`config.mk`:
```
export PLATFORM = sky130hd
export DESIGN_NAME = spi_mem_slave
export DESIGN_NICKNAME = d
export VERILOG_FILES = /design/src/rtl/spi_mem_slave.sv
export SDC_FILE = /design/constraint.sdc
export NUM_CORES = 1
export LEC_CHECK = 0
export CAP_MARGIN = 0
export CORE_MARGIN = 2
export CORE_UTILIZATION = 52
export CTS_BUF_LIST = sky130_fd_sc_hd__clkbuf_8
export CTS_CLUSTER_SIZE = 40
export DETAILED_ROUTE_END_ITERATION = 16
export PLACE_DENSITY = 0.7
export SYNTH_ARGS = -nofsm -noshare
export SYNTH_HDL_FRONTEND = slang
export SYNTH_SLANG_ARGS = --single-unit
```
`constraint.sdc`:
```
create_clock -name clk -period 2.07 [get_ports clk]
set_input_delay 0.414 -clock clk [delete_from_list [all_inputs] [get_ports clk]]
set_output_delay 0.414 -clock clk [all_outputs]
set_load 0.05 [all_outputs]
```
`src/rtl/spi_mem_slave.sv`:
```
// SPI responder with a small register file: decodes op/addr/data frames from cs/sclk/mosi,
// returns read data on miso, flags out-of-range addresses on err and pulses done per frame.
module spi_mem_slave #(
    parameter int unsigned ADDR_W      = 8,
    parameter int unsigned DATA_W      = 8,
    parameter int unsigned DEPTH       = 32,
    parameter int unsigned SYNC_STAGES = 2
) (
    input  logic clk,
    input  logic rst,
    input  logic cs,
    input  logic sclk,
    input  logic mosi,
    output logic miso,
    output logic done,
    output logic err
);

    localparam int unsigned IDX_W   = (DEPTH > 1) ? $clog2(DEPTH) : 1;
    localparam int unsigned CNT_MAX = (ADDR_W > DATA_W) ? ADDR_W : DATA_W;
    localparam int unsigned CNT_W   = $clog2(CNT_MAX) + 1;

    typedef enum logic [2:0] {
        IDLE  = 3'd0,
        OP    = 3'd1,
        ADDR  = 3'd2,
        WDATA = 3'd3,
        RDATA = 3'd4,
        FIN   = 3'd5
    } state_t;

    state_t state, state_n;

    logic [SYNC_STAGES-1:0] cs_sync;
    logic [SYNC_STAGES-1:0] sclk_sync;
    logic [SYNC_STAGES-1:0] mosi_sync;
    logic                   cs_prev;
    logic                   sclk_prev;

    logic cs_s;
    logic sclk_s;
    logic mosi_s;
    logic cs_fall;
    logic cs_rise;
    logic sclk_rise;
    logic sclk_fall;

    logic              op_q,    op_n;
    logic [ADDR_W-1:0] addr_q,  addr_n;
    logic [DATA_W-1:0] data_q,  data_n;
    logic [DATA_W-1:0] rd_q,    rd_n;
    logic [CNT_W-1:0]  cnt_q,   cnt_n;
    logic              miso_q,  miso_n;
    logic              done_q,  done_n;
    logic              err_q,   err_n;
    logic              mem_we;

    logic [DATA_W-1:0] mem [DEPTH];

    function automatic logic in_range(input logic [ADDR_W-1:0] a);
        return (32'(a) < DEPTH);
    endfunction

    // Input synchronisers; cs idles high so reset it high to avoid a false frame start
    always_ff @(posedge clk or negedge rst) begin
        if (!rst) begin
            cs_sync   <= '1;
            sclk_sync <= '0;
            mosi_sync <= '0;
            cs_prev   <= 1'b1;
            sclk_prev <= 1'b0;
        end else begin
            cs_sync   <= {cs_sync[SYNC_STAGES-2:0], cs};
            sclk_sync <= {sclk_sync[SYNC_STAGES-2:0], sclk};
            mosi_sync <= {mosi_sync[SYNC_STAGES-2:0], mosi};
            cs_prev   <= cs_sync[SYNC_STAGES-1];
            sclk_prev <= sclk_sync[SYNC_STAGES-1];
        end
    end

    assign cs_s      = cs_sync[SYNC_STAGES-1];
    assign sclk_s    = sclk_sync[SYNC_STAGES-1];
    assign mosi_s    = mosi_sync[SYNC_STAGES-1];
    assign cs_fall   = cs_prev & ~cs_s;
    assign cs_rise   = ~cs_prev & cs_s;
    assign sclk_rise = ~sclk_prev & sclk_s;
    assign sclk_fall = sclk_prev & ~sclk_s;

    // State and datapath registers
    always_ff @(posedge clk or negedge rst) begin
        if (!rst) begin
            state  <= IDLE;
            op_q   <= 1'b0;
            addr_q <= '0;
            data_q <= '0;
            rd_q   <= '0;
            cnt_q  <= '0;
            miso_q <= 1'b0;
            done_q <= 1'b0;
            err_q  <= 1'b0;
        end else begin
            state  <= state_n;
            op_q   <= op_n;
            addr_q <= addr_n;
            data_q <= data_n;
            rd_q   <= rd_n;
            cnt_q  <= cnt_n;
            miso_q <= miso_n;
            done_q <= done_n;
            err_q  <= err_n;
        end
    end

    // Register file, cleared by reset
    always_ff @(posedge clk or negedge rst) begin
        if (!rst) begin
            for (int i = 0; i < int'(DEPTH); i++) begin
                mem[i] <= '0;
            end
        end else if (mem_we) begin
            mem[IDX_W'(addr_q)] <= data_n;
        end
    end

    // Next-state and next-output logic
    always_comb begin
        state_n = state;
        op_n    = op_q;
        addr_n  = addr_q;
        data_n  = data_q;
        rd_n    = rd_q;
        cnt_n   = cnt_q;
        miso_n  = 1'b0;
        done_n  = 1'b0;
        err_n   = err_q;
        mem_we  = 1'b0;

        case (state)
            IDLE: begin
                if (cs_fall) begin
                    state_n = OP;
                    err_n   = 1'b0;
                    cnt_n   = '0;
                    op_n    = 1'b0;
                    addr_n  = '0;
                    data_n  = '0;
                    rd_n    = '0;
                end
            end

            OP: begin
                if (cs_rise) begin
                    state_n = IDLE;
                end else if (sclk_rise) begin
                    op_n    = mosi_s;
                    state_n = ADDR;
                end
            end

            ADDR: begin
                if (cs_rise) begin
                    state_n = IDLE;
                end else if (sclk_rise) begin
                    addr_n = {addr_q[ADDR_W-2:0], mosi_s};
                    if (cnt_q == CNT_W'(ADDR_W - 1)) begin
                        cnt_n = '0;
                        if (op_q) begin
                            state_n = WDATA;
                        end else begin
                            state_n = RDATA;
                            rd_n    = in_range(addr_n) ? mem[IDX_W'(addr_n)] : '0;
                        end
                    end else begin
                        cnt_n = cnt_q + CNT_W'(1);
                    end
                end
            end

            WDATA: begin
                if (cs_rise) begin
                    state_n = IDLE;
                end else if (sclk_rise) begin
                    data_n = {data_q[DATA_W-2:0], mosi_s};
                    if (cnt_q == CNT_W'(DATA_W - 1)) begin
                        state_n = FIN;
                        done_n  = 1'b1;
                        err_n   = ~in_range(addr_q);
                        mem_we  = in_range(addr_q);
                    end else begin
                        cnt_n = cnt_q + CNT_W'(1);
                    end
                end
            end

            RDATA: begin
                if (cs_rise) begin
                    state_n = IDLE;
                end else begin
                    miso_n = miso_q;
                    // Shift out on falls so the master sees a stable bit at its next rise
                    if (sclk_fall) begin
                        miso_n = rd_q[DATA_W-1];
                        rd_n   = {rd_q[DATA_W-2:0], 1'b0};
                    end
                    if (sclk_rise) begin
                        if (cnt_q == CNT_W'(DATA_W - 1)) begin
                            state_n = FIN;
                            done_n  = 1'b1;
                            err_n   = ~in_range(addr_q);
                            miso_n  = 1'b0;
                        end else begin
                            cnt_n = cnt_q + CNT_W'(1);
                        end
                    end
                end
            end

            FIN: begin
                state_n = IDLE;
            end

            default: begin
                state_n = IDLE;
            end
        endcase
    end

    assign miso = miso_q;
    assign done = done_q;
    assign err  = err_q;

endmodule

```
# Yosys cells after proc, flatten, opt, wreduce, memory -nomap -nowiden
# Cells that the tools add are included.
[totals] register_bits=299 out_inout_bits=3
[op_classes] n_addsub=1 magnitude_cmp=5 eq_ne=23 mux=62 bitwise_logic=11 n_reduce_logical=14
[ops] op="256-bit bitwise mux" count=1
[ops] op="8-bit two-way mux" count=16
[ops] op="8-bit binary-select mux with 5-bit select" count=1
[ops] op="8-bit demux with 5-bit select" count=1
[ops] op="8-bit one-hot mux with 2 select lines" count=2
[ops] op="3-bit two-way mux" count=10
[ops] op="4-bit two-way mux" count=7
[ops] op="8-bit one-hot mux with 3 select lines" count=1
[ops] op="2-bit inequality test, second input constant" count=11
[ops] op="1-bit two-way mux" count=19
[ops] op="8-bit by 6-bit less-than comparator with 1-bit output, second input constant" count=2
[ops] op="6-bit >= comparator, second input constant" count=2
[ops] op="5-bit NOT with 6-bit output" count=2
[ops] op="3-bit one-hot mux with 4 select lines" count=1
[ops] op="4-bit one-hot mux with 3 select lines" count=1
[ops] op="3-bit inequality test, second input constant" count=3
[ops] op="4-bit AND reduction" count=2
[ops] op="8-bit AND reduction" count=1
[ops] op="7-bit AND reduction" count=1
[ops] op="3-bit by 2-bit == test with 1-bit output, second input constant" count=2
[ops] op="6-bit by 1-bit less-than comparator with 1-bit output, second input constant" count=1
[ops] op="3-bit by 1-bit inequality test with 1-bit output, second input constant" count=2
[ops] op="6-bit AND reduction" count=1
[ops] op="2-bit nonzero test" count=3
[ops] op="13 further kinds" count=23

# Logic depth before layout (Yosys ltp)
# Gate-level depths: netlist of the first run.
[logic_depth] word_depth=10 mapped_depth=11 ltp_nobuf=6

# Least setup slack after synthesis of the first run
# Ideal clock, no wire load.
[synth_timing] kind="flip-flop to flip-flop" start="reg cs_prev" end="reg mem[221] (netlist name)" arrival_time_ns=1.898 required_time_ns=1.945 setup_slack_ns=0.047 stages_incl_launch_ff=7 n_path_buf=2 period_less_slack_ns=2.023 cell_sequence="dfstp_2 -> nand2b_1 -> buf_2 -> nand3_4 -> or4_1 -> clkbuf_2 -> mux2_4"
[synth_via] elab_chain_len=5 word_cells_on_any_way=9
[synth_lines] element="start, declared" line_no="37" rtl="logic cs_prev;"
[synth_lines] element="start signal, assigned" line_no="76" rtl="cs_prev <= cs_sync[SYNC_STAGES-1];"
[synth_lines] element="1-bit NOT" line_no="85" rtl="assign cs_rise = ~cs_prev & cs_s;"
[synth_lines] element="1-bit bitwise AND" line_no="85"
[synth_lines] element="8-bit two-way mux" line_no="180" rtl="if (cs_rise) begin"
[synth_lines] element="8-bit one-hot mux with 2 select lines" line_no="138" rtl="case (state)"
[synth_lines] element="256-bit bitwise mux" line_no="121" rtl="mem[IDX_W'(addr_q)] <= data_n;"
[synth_lines] element="end signal, assigned by index" line_no="121"
[synth_lines] element="end, declared" line_no="58" rtl="logic [DATA_W-1:0] mem [DEPTH];"
# Several ways; a longest one is shown, not always the timed one.
# A chain may end at the register's enable or synchronous reset.

# Worst setup path after layout of the first run
[layout_timing] start="reg addr_q[0]" end="reg rd_q[0]"
[layout_via] elab_chain_len=10 word_cells_on_any_way=11
[layout_lines] element="start, declared" line_no="49" rtl="logic [ADDR_W-1:0] addr_q, addr_n;"
[layout_lines] element="start signal, assigned" line_no="104" rtl="addr_q <= addr_n;"
[layout_lines] element="5-bit NOT with 6-bit output (not written as such)" line_no="171" rtl="rd_n = in_range(addr_n) ? mem[IDX_W'(addr_n)] : '0;"
[layout_lines] element="8-bit binary-select mux with 5-bit select" line_no="171"
[layout_lines] element="8-bit two-way mux (not written as such) (2 in a row)" line_no="171"
[layout_lines] element="8-bit two-way mux *" line_no="171"
[layout_lines] element="8-bit two-way mux *" line_no="167" rtl="if (op_q) begin"
[layout_lines] element="8-bit two-way mux *" line_no="165" rtl="if (cnt_q == CNT_W'(ADDR_W - 1)) begin"
[layout_lines] element="8-bit two-way mux *" line_no="163" rtl="end else if (sclk_rise) begin"
[layout_lines] element="8-bit two-way mux *" line_no="161" rtl="if (cs_rise) begin"
[layout_lines] element="8-bit one-hot mux with 3 select lines *" line_no="138"
[layout_lines] element="end signal, assigned" line_no="106" rtl="rd_q <= rd_n;"
[layout_lines] element="end, declared" line_no="51" rtl="logic [DATA_W-1:0] rd_q, rd_n;"
# Every way passes the cells marked *; elsewhere a longest branch is shown, timed or not. The select of a mux whose other input is x is not followed.

==> flow_summary.json, run 1 <==
{
  "status": "finished clean",
  "synth_edf_count": 0,
  "clkLatencyLatePin_ns": 0.57,
  "cp_max_fo": 8,
  "postSynth.asyncResetShare": 1.000,
  "root_buffer": "clkbuf_8",
  "hold_ws_ns": 0.2469,
  "synth_area_per_cell_sq_um": 10.71,
  "diodes": 0,
  "cp.arrival_ns": 2.53,
  "final_common_cell": "dfrtp_1",
  "rsz0062_at_grt": "true",
  "critical-path-slowest-cell": "dfrtp_4",
  "num_rows": 60,
  "worstPathCellList": "buf_6 -> buf_12 -> mux4_2 -> mux2i_4 -> mux4_2 -> o31ai_2",
  "ant_nets": 0,
  "ioPinCount": 8,
  "worstMarginPinSlew_ns": 0.4849,
  "fin_skew_ns": 0.01470,
  "crit_type": "reg -> reg",
  "end_kind": "flop",
  "io_buffers": 7,
  "yosys.area.top_type": "dfrtp_1",
  "netlist_area_sq_um": 14000,
  "place_area_sq_um": 15120,
  "fin_area_sq_um": 16720,
  "synth.distinct_cells": 66,
  "setup_viol": 0,
  "p_leak_nw": 7.750,
  "wl_met1_microns": 16250,
  "slew_violations": 0,
  "grt_pass1_wl_microns": 58050,
  "synth_top_cell_area_share": 0.5291,
  "cts-buffers-inserted": 49,
  "total_power_w": 0.01430,
  "ys_ff_latch": 299,
  "max_freq_ghz": 0.4859,
  "path_buf_inv": 2,
  "via_per_inst": 5.918,
  "ys.flop_type": "dfrtp_1",
  "hold_viol": 0,
  "power.density_nw_per_um2": 855.2,
  "first_iter_violations": 897,
  "layout.nets": 1423,
  "wl_met2_microns": 17360,
  "min_period_over_period": 0.9943,
  "yosysSeqAreaShare": 0.5347,
  "worstHoldPathType": "in -> reg",
  "layout-drive-gt1-share": 0.2767,
  "htree_levels": 2,
  "top_layer_used": "met4",
  "dr_wl_met3_microns": 2161,
  "dp_hpwl_microns": 24410,
  "synth_cells": 1307,
  "max_cap_viol_count": 0,
  "grt-ovfl-total": 0,
  "cts_tree": "built",
  "grt_max_degree": 60,
  "synth_area_leaders": "dfrtp_1, a21oi_1, mux4_2, nor2_1, mux2_2",
  "routedWlPerCell_microns": 20.52,
  "antenna_found_initial": 0,
  "cts_sinks": 299,
  "die-width_microns": 168.1,
  "drt_wl_total_microns": 36820,
  "dr.pass1.iters": 5,
  "syn-num-nets": 1313,
  "clkTransAtPathRegs_ns": 0.06,
  "slowest_delay_ns": 0.50,
  "drc": 0,
  "cp_data_required_time_ns": 2.54,
  "coreArea_sq_um": 26730,
  "die_area_sq_um": 28250,
  "period_needed_ns": 2.058,
  "place_congestion": 0.8875,
  "cp_common_cell": "mux4_2",
  "vias": 10620,
  "ir_drop_mv": 0.4804,
  "critical_path.top_delay_family": "multiplexers",
  "grt_use_total": 0.2623,
  "cts_buffer_depth": 3,
  "syn_to_final_growth_pct": 19.47,
  "grt_pass1_vias": 10320,
  "cp-start-kind": "flop",
  "final_cell_mix": "dfrtp_1, nor2_1, a21oi_1, buf_4, nand2_1",
  "initial_core_util": 0.5238,
  "die_h_microns": 168.1,
  "ys_warn_count": 0,
  "slew_headroom": 0.6780
}
==> power breakdown <==
group / total, W / leakage, nW / switching, W / internal [W]
sequential: 0.00613 / 4.13 / 0.000122 / 0.00601
clock: 0.00508 / 0.570 / 0.00233 / 0.00275
combinational: 0.00309 / 3.05 / 0.00171 / 0.00138
==> routing by layer <==
layer | up-vias | global-route usage
met3 | 88 | 0.04443
met4 | 0 | 0.08621
li1 | 4876 | -
met2 | 334 | 0.4170
met1 | 5318 | 0.3714
met5 | - | 0
==> synthesized netlist by cell type (all sizes together) (7+ instances only) <==
master and number:
o21ai 87, nor2b 7, nand2 114, o211ai 8, dfrtp 296, clkbuf 21
a22o 9, mux2i 37, nor4 12, nor2 178, mux4 38, a221oi 9
a22oi 11, and4 11, a21oi 172, inv 15, buf 101, nand3 23
mux2 43, nand2b 9, nand4 11, a31oi 9
==> cell families (layout without fill, tap and decap cells) <==
group	Yosys count	in the layout	synth area share
compound gates	349	349	0.1476
fa+ha+maj	1	1	0.0008936
buf+inv	138	284	0.05273
flops	299	299	0.5347
mux	118	118	0.1224
simple gates	402	402	0.1416
==> final cells by class <==
class / instances / area (sq um)
fill: 2148 / 10000
sequential: 299 / 7495
multi-input combinational: 870 / 5993
timing repair buffer: 181 / 1773
clock buffer: 64 / 880.8
tap: 341 / 426.7
clock inverter: 23 / 96.34
inverter: 16 / 60.06
==> metrics by stage <==
stage,worst slack [ns],TNS [ns],util,instances
detailed placement,-0.1130,-0.2862,0.5659,1675
finish,0.01184,0,0.6258,1794
global placement,-0.1154,-0.2111,0.5659,1675
floorplan,0.04725,0,-,1307
CTS,0.0005340,0,0.6049,1764
global route,-0.05168,-0.1726,0.6258,1794
==> state kept, by name, indices dropped and copies added, names as in the netlist <==
register and cells:
mem 256, addr_q 8, data_q 8, rd_q 8
cnt_q 4, state 3, cs_sync 2, mosi_sync 2
sclk_sync 2, cs_prev 1, done 1, err 1
miso 1, op_q 1, sclk_prev 1
==> timing repair <==
action                                  CTS  global route
hold buffers                              1             0
setup buffers                             1            30
gates resized for setup                  13            84
endpoints found under the setup margin   12           214
pin swaps                                 0            22
cloned                                    0             2
endpoints found under the hold margin    27             0
==> final timing paths <==
check	from	depth (start not counted)	to	slack, ns
max	addr_q[0]	6	rd_q[0]	0.01
min	cs	1	cs_sync[0]	0.25
max reg2reg	addr_q[0]	6	rd_q[0]	0.01
min reg2reg	sclk_sync[0]	0	sclk_sync[1]	0.35
max in group asynchronous	rst	4	mem[202]	0.97
min in group asynchronous	rst	2	cnt_q[0]	0.34
Power figures use the tool's default switching activity.
==> inputs of run 2 (changes only) <==
--- a/config.mk
+++ b/config.mk
@@ -7,11 +7,11 @@
 export LEC_CHECK = 0
 export CAP_MARGIN = 0
 export CORE_MARGIN = 2
-export CORE_UTILIZATION = 52
+export CORE_UTILIZATION = 35
 export CTS_BUF_LIST = sky130_fd_sc_hd__clkbuf_8
 export CTS_CLUSTER_SIZE = 40
 export DETAILED_ROUTE_END_ITERATION = 16
-export PLACE_DENSITY = 0.7
+export PLACE_DENSITY = 0.51
 export SYNTH_ARGS = -nofsm -noshare
 export SYNTH_HDL_FRONTEND = slang
 export SYNTH_SLANG_ARGS = --single-unit
==> flow_summary.json, run 2 (synthesis gave the netlist of run 1 again) <==
{
  "ir_drop_mv": 0.4886,
  "grt_max_degree": 51,
  "place_area_sq_um": 15510,
  "htree_levels": 2,
  "die_area_sq_um": 41610,
  "die-width_microns": 204.0,
  "routedWlPerCell_microns": 19.48,
  "cts-buffers-inserted": 52,
  "layout.nets": 1422,
  "tns_ns": -0.005824,
  "slew_violations": 0,
  "ant_nets": 0,
  "cts_buffer_depth": 3,
  "grt_use_total": 0.1925,
  "final_common_cell": "dfrtp_1",
  "end_kind": "flop",
  "cp_max_fo": 16,
  "largest_register_ffs": 256,
  "period_needed_ns": 2.076,
  "p_clk_frac": 0.399,
  "cp-start-kind": "flop",
  "p_switching_w": 0.004351,
  "min_period_over_period": 1.003,
  "initial_core_util": 0.3532,
  "pwr-share-comb": 0.189,
  "cts_tree": "built",
  "worst_slack_ns": -0.005824,
  "clkLatencyLatePin_ns": 0.66,
  "grt-ovfl-total": 0,
  "p_int_w": 0.01053,
  "status": "complete, but fails checks",
  "syn_to_final_growth_pct": 21.02,
  "diodes": 0,
  "dp_hpwl_microns": 26210,
  "cp_common_cell": "mux4_2",
  "antenna_found_initial": 0,
  "p_leak_nw": 7.785,
  "clkTransAtPathRegs_ns": 0.06,
  "max_cap_viol_count": 0,
  "max_freq_ghz": 0.4817,
  "hold_viol": 0,
  "crit_type": "reg -> reg",
  "cts_sinks": 299,
  "drc": 0,
  "vias": 10220,
  "fin_skew_ns": 0.02701,
  "num_rows": 73,
  "cp.arrival_ns": 2.62,
  "critical-path-slowest-cell": "dfrtp_4",
  "grt_pass1_vias": 10430,
  "place_congestion": 0.8491,
  "grt_pass1_wl_microns": 61700,
  "final_cell_mix": "dfrtp_1, nor2_1, a21oi_1, buf_4, nand2_1",
  "dr.pass1.iters": 5,
  "fin_area_sq_um": 16940,
  "drt_wl_total_microns": 38650,
  "rrSetupSlack_ns": -0.006,
  "hold_ws_ns": 0.1769,
  "power.density_nw_per_um2": 878.4,
  "ioPinCount": 8,
  "worstMarginPinSlew_ns": 0.5132,
  "die_h_microns": 204.0,
  "slew_headroom": 0.6579,
  "worstPathCellList": "buf_12 -> mux4_2 -> mux2i_1 -> buf_4 -> mux4_2 -> o31ai_2",
  "io_buffers": 7,
  "worstHoldPathType": "in -> reg",
  "first_iter_violations": 609,
  "cp_data_required_time_ns": 2.61,
  "setup_viol": 1,
  "regMostFlops": "mem",
  "slowest_delay_ns": 0.52,
  "root_buffer": "clkbuf_8",
  "swShare": 0.2924,
  "rsz0062_at_grt": "true",
  "layout-drive-gt1-share": 0.2673,
  "pwr-share-seq": 0.412,
  "failed_checks": "negative setup slack",
  "via_per_inst": 5.149,
  "coreArea_sq_um": 39640
}
[run 2: cell types whose count changed in the layout (fill, tap and decap cells not counted), moves of 4 or more]
| cell | change |
|---|---|
| buf_6 | -22 |
| buf_4 | +17 |
| clkinv_2 | +5 |
| a211oi_1 | +4 |
| buf_12 | +4 |
| clkbuf_8 | +4 |
| inv_1 | -4 |
[run 2: layout make-up]
type,instances,area (sq um)
Clock buffer,68,935.9
Clock inverter,29,216.5
Fill cell,3829,22700
Inverter,16,60.06
Multi-Input combinational cell,870,5879
Sequential cell,299,7496
Tap cell,525,656.9
Timing Repair Buffer,177,1698
[run 2: final timing paths]
| path | from | endpoint | cells past startpoint |
|---|---|---|---|
| worst max register to register | addr_q[0] | rd_q[0] | 6 |
| worst min register to register | sclk_sync[0] | sclk_sync[1] | 0 |
| worst max-delay path | addr_q[0] | rd_q[0] | 6 |
| min in group asynchronous | rst | cnt_q[0] | 2 |
| worst min-delay path | cs | cs_sync[0] | 1 |
| max in group asynchronous | rst | mem[182] | 3 |
[run 2: through the flow]
step | total power, W | instances | worst slack, ns | util
final | 0.01488 | 1984 | -0.005824 | 0.4274
after global routing | 0.01556 | 1984 | -0.05807 | 0.4274
after CTS | 0.01499 | 1977 | 0.001056 | 0.4222
after detailed placement | 0.008944 | 1875 | -0.04774 | 0.3913
after global placement | 0.008933 | 1875 | -0.04092 | 0.3913
after floorplan | 0.007751 | 1307 | 0.04725 | -
[run 2: timing repair]
action	in CTS	in global routing
gates cloned	0	1
gates resized for setup	7	30
hold buffers	1	0
endpoints found under the hold margin	38	0
pin swaps	1	8
buffers inserted	4	6
endpoints found under the setup margin	29	205
[run 2: routing by layer]
metal	GRT usage	share of wire
met1	0.2656	0.47
met2	0.3062	0.47
met3	0.03603	0.043
met4	0.06366	0.021
met5	0	0
[run 2: power groups by stage]
stage	clock, W	combinational (W)	sequential [W]
floorplan	0	0.00156	0.00619
global placement	0	0.00270	0.00624
detailed placement	0	0.00270	0.00624
CTS	0.00612	0.00274	0.00613
global route	0.00638	0.00303	0.00615
finish	0.00594	0.00281	0.00613
[run 2: critical path, delay by kind of cell (launching register included)]
family                 cells  cell delay, ns
muxes                      3            0.90
DFF                        1            0.52
buffers and inverters      2            0.33
AOI/OAI and AO/OA          1            0.20
